<file path="config.mk">
export PLATFORM = sky130hd
export DESIGN_NAME = im_loader
export DESIGN_NICKNAME = d
export VERILOG_FILES = /design/src/rtl/im_loader.sv
export SDC_FILE = /design/constraint.sdc
export NUM_CORES = 1
export LEC_CHECK = 0
export CORE_MARGIN = 8
export CORE_UTILIZATION = 55
export CTS_BUF_LIST = sky130_fd_sc_hd__clkbuf_4
export DETAILED_ROUTE_END_ITERATION = 6
export DONT_BUFFER_PORTS = 1
export GPL_TIMING_DRIVEN = 0
export PLACE_DENSITY = 0.75
export SYNTH_ARGS = -nofsm -noshare
export SYNTH_HDL_FRONTEND = slang
export SYNTH_SLANG_ARGS = --single-unit
</file>
<file path="constraint.sdc">
create_clock -name clk -period 2.5 [get_ports clk]
set_input_delay 0.125 -clock clk [delete_from_list [all_inputs] [get_ports clk]]
set_output_delay 0.125 -clock clk [all_outputs]
set_load 0.01 [all_outputs]
</file>
<file path="src/rtl/im_loader.sv">
// Boot-time instruction memory loader: byte stream in, little-endian 32-bit IM writes out.
// Optional trailing XOR checksum byte when IM_LOADER_CHECKSUM_EN is defined.
module im_loader #(
  parameter int DEPTH_WORDS = 128,
  parameter int ADDR_W      = 16
) (
  input  logic              clk,
  input  logic              rst_n,
  input  logic              start,
  input  logic [7:0]        rx_data,
  input  logic              rx_valid,
  output logic              rx_ready,
  output logic              we,
  output logic [ADDR_W-1:0] waddr,
  output logic [31:0]       wdata,
  output logic              cpu_hold,
  output logic              done,
  output logic              err
);

  typedef enum logic [2:0] {
    S_IDLE  = 3'd0,
    S_LEN0  = 3'd1,
    S_LEN1  = 3'd2,
    S_WORD  = 3'd3,
    S_FLUSH = 3'd4,
`ifdef IM_LOADER_CHECKSUM_EN
    S_CHK   = 3'd5,
`endif
    S_DONE  = 3'd6,
    S_ERR   = 3'd7
  } state_t;

  localparam logic [15:0] LEN_MAX = 16'(DEPTH_WORDS);

`ifdef IM_LOADER_CHECKSUM_EN
  localparam state_t S_AFTER = S_CHK;
`else
  localparam state_t S_AFTER = S_DONE;
`endif

  state_t              r_state;
  state_t              w_next;
  logic                w_acc;
  logic [15:0]         w_len;
  logic                w_last_word;

  logic [7:0]          r_len_lo;
  logic [15:0]         r_n;
  logic [15:0]         r_k;
  logic [1:0]          r_bidx;
  logic [23:0]         r_asm;
  logic                r_we;
  logic [ADDR_W-1:0]   r_waddr;
  logic [31:0]         r_wdata;
`ifdef IM_LOADER_CHECKSUM_EN
  logic [7:0]          r_xor;
`endif

  assign w_acc       = rx_valid && rx_ready;
  assign w_len       = {rx_data, r_len_lo};
  assign w_last_word = (r_k == (r_n - 16'd1));

  always_ff @(posedge clk or negedge rst_n) begin
    if (!rst_n) begin
      r_state <= S_IDLE;
    end else begin
      r_state <= w_next;
    end
  end

  // The last word gets one extra FLUSH cycle so done rises only after its write pulse.
  always_comb begin
    w_next = r_state;
    case (r_state)
      S_IDLE: begin
        if (start) w_next = S_LEN0;
      end
      S_LEN0: begin
        if (w_acc) w_next = S_LEN1;
      end
      S_LEN1: begin
        if (w_acc) begin
          if (w_len == 16'd0)       w_next = S_AFTER;
          else if (w_len > LEN_MAX) w_next = S_ERR;
          else                      w_next = S_WORD;
        end
      end
      S_WORD: begin
        if (w_acc && (r_bidx == 2'd3) && w_last_word) w_next = S_FLUSH;
      end
      S_FLUSH: begin
        w_next = S_AFTER;
      end
`ifdef IM_LOADER_CHECKSUM_EN
      S_CHK: begin
        if (w_acc) w_next = (rx_data == r_xor) ? S_DONE : S_ERR;
      end
`endif
      S_DONE, S_ERR: begin
        if (start) w_next = S_LEN0;
      end
      default: w_next = S_IDLE;
    endcase
  end

  always_comb begin
    rx_ready = 1'b0;
    cpu_hold = 1'b1;
    done     = 1'b0;
    err      = 1'b0;
    case (r_state)
      S_IDLE:                 cpu_hold = 1'b0;
      S_LEN0, S_LEN1, S_WORD: rx_ready = 1'b1;
`ifdef IM_LOADER_CHECKSUM_EN
      S_CHK:                  rx_ready = 1'b1;
`endif
      S_DONE: begin
        done     = 1'b1;
        cpu_hold = 1'b0;
      end
      S_ERR:                  err = 1'b1;
      default: ;
    endcase
  end

  always_ff @(posedge clk or negedge rst_n) begin
    if (!rst_n) begin
      r_len_lo <= '0;
      r_n      <= '0;
      r_k      <= '0;
      r_bidx   <= '0;
      r_asm    <= '0;
      r_we     <= 1'b0;
      r_waddr  <= '0;
      r_wdata  <= '0;
`ifdef IM_LOADER_CHECKSUM_EN
      r_xor    <= '0;
`endif
    end else begin
      r_we <= 1'b0;
      if (w_acc) begin
        case (r_state)
          S_LEN0: r_len_lo <= rx_data;
          S_LEN1: begin
            r_n    <= w_len;
            r_k    <= '0;
            r_bidx <= '0;
`ifdef IM_LOADER_CHECKSUM_EN
            r_xor  <= '0;
`endif
          end
          S_WORD: begin
            r_bidx <= r_bidx + 2'd1;
`ifdef IM_LOADER_CHECKSUM_EN
            r_xor  <= r_xor ^ rx_data;
`endif
            // Bytes enter at the top so b0 ends up in the low lane.
            if (r_bidx == 2'd3) begin
              r_we    <= 1'b1;
              r_wdata <= {rx_data, r_asm};
              r_waddr <= ADDR_W'({r_k, 2'b00});
              r_k     <= r_k + 16'd1;
            end else begin
              r_asm   <= {rx_data, r_asm[23:8]};
            end
          end
          default: ;
        endcase
      end
    end
  end

  assign we    = r_we;
  assign waddr = r_waddr;
  assign wdata = r_wdata;

endmodule

</file>
== Word level (Yosys, flattened, before mapping) ==
Index checks and enable logic that the tools add are counted.

* Register bits: 116
* Input port bits: 12
* Output and inout port bits: 53
* Logic and storage cells: 60

* Add/sub/neg operators: 3
* Magnitude comparators: 1
* Equal/unequal tests: 13
* Multiplexer cells: 17
* Bitwise gates (word level): 1
* Reductions and logical operators: 16

{| class="wikitable"
|+ Operators with widths
! kind !! number
|-
| 16-bit one-hot mux with 2 select lines || 1
|-
| 3-bit two-way mux || 6
|-
| 16-bit by 1-bit adder with 16-bit output, second input constant || 1
|-
| 16-bit == test || 1
|-
| 16-bit by 8-bit > comparator with 1-bit output, second input constant || 1
|-
| 16-bit zero test || 1
|-
| 16-bit two-way mux || 1
|-
| 16-bit by 1-bit subtractor with 16-bit output, second input constant || 1
|-
| 3-bit one-hot mux with 5 select lines || 1
|-
| 3-bit == test, second input constant || 3
|-
| 3-bit AND reduction || 3
|-
| 2-bit inequality test, second input constant || 4
|-
| 1-bit two-way mux || 7
|-
| 3-bit by 2-bit == test with 1-bit output, second input constant || 2
|-
| 2-bit AND reduction || 3
|-
| 3-bit OR reduction || 2
|-
| 2-bit one-hot mux with 2 select lines || 1
|-
| 4-bit AND reduction || 1
|-
| 3-bit by 1-bit == test with 1-bit output, second input constant || 1
|-
| 1-bit logical AND || 3
|-
| 3-bit zero test || 1
|-
| 2-bit by 1-bit adder with 2-bit output, second input constant || 1
|-
| 2-bit == test, second input constant || 1
|-
| 2-bit by 1-bit inequality test with 1-bit output, second input constant || 1
|-
| other kinds (3) || 3
|}

== Depth between registers and ports, before layout ==
* Depth after elaboration: 8
* Depth in mapped cells: 8
* Mapped depth without buffers: 8

== Worst setup path before layout ==
Ideal clock, no wire load.

* Path type: register to register
* Start point: reg r_state[0]
* End point: reg r_state[0]
* Library setup time: 0.133 ns
* Arrival: 2.029 ns
* Data required time: 2.367 ns
* Path slack: 0.339 ns
* Stages on the path, launching flop included: 8
* Buffers on the path: 1
* Period minus slack after synthesis: 2.161 ns
* Path through: dfrtp_1 -> buf_6 -> nor2b_1 -> a221o_1 -> a21o_1 -> or4_4 -> nor4_4 -> a21oi_1

* Word-level cells in the longest chain between the ends: 8
* Elaborated cells between the ends (all ways): 19
* Classes of those cells: eq/ne (10); mux (2); reduce/logical (7)

{| class="wikitable"
|+ RTL lines
! item !! RTL line !! source
|-
| start, declared || 42 || <nowiki>state_t r_state;</nowiki>
|-
| start signal, assigned || 68 || <nowiki>r_state <= w_next;</nowiki>
|-
| 3-bit by 1-bit == test with 1-bit output or 3-bit by 2-bit == test with 1-bit output (tied branches) || 75, 112 ||
|-
| 3-bit OR reduction || 112 || <nowiki>case (r_state)</nowiki>
|-
| 1-bit two-way mux || 112 ||
|-
| 1-bit logical AND || 60 || <nowiki>assign w_acc = rx_valid && rx_ready;</nowiki>
|-
| 1-bit logical AND (2 in series) || 90 || <nowiki>if (w_acc && (r_bidx == 2'd3) && w_last_word) w_next = S_FLUSH;</nowiki>
|-
| 2-bit inequality test (no source line) || n/a ||
|-
| 4-bit AND reduction (no source line) || n/a ||
|}

Several ways; a longest one is shown, not always the timed one.
A chain may end at the register's enable or synchronous reset.

== Final worst setup path ==
Same ends and word-level chain as after synthesis.

==> metrics.md <==
| Metric | Value |
|---|---|
| Peak Freq | `0.422 GHz` |
| Number of DRC markers in iteration 0 | `276` |
| Pre-Repair DR Iteration Count | `5` |
| RSZ-0062 raised after global routing | `true` |
| Switching share of power | `35.9%` |
| Number of cells after detailed placement | `636` |
| Final wirelength | `12100 um` |
| CP arrival | `2750 ps` |
| Netlist cell types | `51` |
| Number of top-level pins | `65` |
| Synthesized cell area | `5240 sq um` |
| Ratio of cells with drive above 1 in the final layout | `17.9%` |
| Outcome | `finished with violations` |
| Critical setup path kind | `flop to flop` |
| Tightest Pin Transition | `494 ps` |
| Critical-path maximum fanout | `8` |
| Global-route wire length before repair | `20200 um` |
| Internal power | `0.00421 W` |
| Part of the total power dissipated in the clock network | `21.9%` |
| Static power due to leakage | `2.72 nW` |
| Clock transition at the registers of the reported paths | `110 ps` |
| Count of nets after finishing | `551` |
| Number of buffer cells added on primary ports | `0` |
| Number of placement rows | `35` |
| Antenna diodes | `0` |
| Clock latency reported for the late side of the worst-skew pair | `510 ps` |
| Violated checks | `hold timing` |
| Placer Congestion | `0.949` |
| Die area | `12900 sq um` |
| Slack of the worst reg-to-reg path | `130 ps` |
| Layout Utilization | `63.1%` |
| Peak supply drop | `0.663 mV` |
| Core footprint | `9240 sq um` |
| Reg-to-reg endpoint | `r_state[0]` |
| Number of vias per cell | `5.56` |
| Final clock period utilization by the worst path | `94.9%` |
| Maximum number of pins on one net before global-route repair | `117` |
| Final setup violation count | `0` |
| Clock buffer count from CTS | `17` |
| Number of max-cap violations | `0` |
| Via count of the first global-routing pass | `3903` |
| Detailed-placement wirelength estimate | `8300 um` |
| Most frequent standard cell in the layout excluding fill and tap cells | `sky130_fd_sc_hd__nand2_1` |
| Clock H-tree levels | `4` |
| Die X | `114 um` |
| Num Clock Sinks | `116` |
| Commonest cells after routing, fill and taps aside | `150 x sky130_fd_sc_hd__nand2_1, 116 x sky130_fd_sc_hd__dfrtp_1, 46 x sky130_fd_sc_hd__mux2_2, 26 x sky130_fd_sc_hd__nor2_1, 23 x sky130_fd_sc_hd__xnor2_1` |
| Total power density per cell area | `1130 nW/um^2` |
| Total Power Consumption | `0.00656 W` |
| Overflow left after global routing | `0` |
| Clock Tree Buf Depth | `2` |
| Die boundary height | `114 um` |
| Flops & latches, synth | `116` |
| Number of warnings issued by yosys | `0` |
| Worst R2R Start | `r_state[0]` |
| Minimum hold slack | `-697 ps` |
| Element type at the critical path start | `flop` |
| Type of element capturing the critical path | `flop` |
| Average cell area after synthesis | `10.3 sq um` |
| Post-CTS Hold Fix Bufs | `10` |
| Proportion of synthesized chip area in sequential cells | `55.4%` |
| Max Transition Viols Final | `0` |
| Number of flops mapped to enable cells by yosys | `0` |
| Minimum clock period after layout | `2370 ps` |
| Min-delay worst type | `input pin to asynchronous set/reset pin` |
| CTS tree | `built` |
| Number of antenna violations at the first check in global routing | `0` |
| Hold Violations, Final | `116` |
| Final standard cell count with taps included and fillers excluded | `677` |
| Synthesized instance count | `506` |
| Headroom to the max-slew limit | `66.7%` |
| Area added between synthesis and finish | `11.3%` |
| Number of cells on the worst reg-to-reg path | `7` |
| DRC viols | `0` |
| Comb pwr share | `28.8%` |
| Gr usage total | `20.0%` |
| Total via count after detailed routing | `3762` |
| Worst Path Required | `2870 ps` |
| Switch Pwr | `0.00236 W` |
| Clock Skews | `18.6 ps` |
| Initial standard-cell utilization of the core | `56.7%` |
| Primary FF master, synth | `sky130_fd_sc_hd__dfrtp_1` |
| FFs w/ async S/R, synth | `100%` |
| Wire per inst | `17.9 um` |
| Antenna Nets Post-Route | `0` |
| Clock root buffer | `sky130_fd_sc_hd__clkbuf_4` |
| Register share of total power | `49.3%` |
layout make-up:
type                       count  area [sq um]
timing repair buffer          10           100
clock inverter                12           158
inverter                       6          22.5
buffer                        23           111
multi-input combinational    362          2230
fill                         745          3410
clock buffer                  19           143
sequential                   116          2900
tap                          129           161
flip-flops by register name (all words and copies together) (netlist names):
| signal | count |
|---|---|
| r_bidx | 2 |
| r_asm | 24 |
| we | 1 |
| r_state | 3 |
| wdata | 32 |
| r_len_lo | 8 |
| waddr | 14 |
| r_n | 16 |
| r_k | 16 |
routing by layer:
layer	vias to the layer above	part of all wire, %	GRT usage, %
met2	127	47	31.5
met5	-	0	0
met3	25	7.9	7.45
met4	0	2.6	7.55
met1	1857	42	24.4
li1	1753	-	-
how the worst max path moves through the flow:
| stage | from | slack [ps] | depth (start not counted) | to |
|---|---|---|---|---|
| finish | r_state[0] | 130 | 7 | r_state[0] |
| global route | r_state[2] | -20 | 7 | waddr[14] |
| CTS | r_state[2] | 30 | 6 | r_k[6] |
| detailed placement | r_state[2] | -250 | 5 | r_asm[6] |
| global placement | r_state[2] | -200 | 5 | r_asm[11] |
| floorplan | r_state[0] | 340 | 7 | r_state[0] |
repair_timing:
item / in CTS / in global routing
hold endpoints to repair: 151 / 116
buffers inserted: 0 / 0
gates resized for setup: 2 / 10
setup endpoints to repair: 30 / 46
cell usage after synthesis (all sizes together) (4+ instances only):
library cell,count,share of area (%)
xnor2,23,3.8
nor4,7,1.1
and3,4,0.48
nand2b,6,0.72
nand2,150,11
mux2,46,9.9
clkbuf,12,0.86
xor2,11,1.8
nand3,10,0.96
nor2,27,1.9
a21oi,4,0.38
inv,6,0.43
nand3b,4,0.57
buf,11,1.1
dfrtp,116,55
nor3,7,0.67
o21ai,8,0.76
a211oi,5,0.72
nor2b,4,0.48
stage by stage:
stage / instance area [sq um] / worst slack [ps] / TNS, ps
global route: 5830 / -22.3 / -50.2
detailed placement: 5400 / -247 / -5080
finish: 5830 / 128 / 0
CTS: 5810 / 26.6 / 0
floorplan: 5240 / 339 / 0
global placement: 5400 / -197 / -3790
power groups by stage:
stage	logic [W]	clock network, W	registers (W)
final	0.00189	0.00144	0.00324
after global placement	0.00174	0	0.00324
after global routing	0.00209	0.00155	0.00334
after CTS	0.00186	0.00147	0.00324
after floorplan	0.00153	0	0.00306
after detailed placement	0.00182	0	0.00327
critical path, cell delays in order (launching register included):
cell,delay [ps]
sky130_fd_sc_hd__dfrtp_1,380
sky130_fd_sc_hd__buf_6,140
sky130_fd_sc_hd__nor2b_1,150
sky130_fd_sc_hd__a221o_1,400
sky130_fd_sc_hd__a21o_1,170
sky130_fd_sc_hd__or4_4,540
sky130_fd_sc_hd__nor4_4,360
sky130_fd_sc_hd__a21oi_1,110
kinds of logic (layout without fill, tap and decap cells):
family | Yosys count | in the layout | share of synthesized area (%)
DFF | 116 | 116 | 55.4
xor gates and xnor gates | 34 | 34 | 5.69
other | 1 | 2 | 0.0716
muxes | 48 | 48 | 10.3
buffers and inverters | 29 | 70 | 2.44
adders and majority gates | 3 | 3 | 0.717
AOI/OAI and AO/OA | 32 | 32 | 4.06
and+or+nand+nor | 243 | 243 | 21.3
Note: power is estimated with default switching activity, not from simulation.
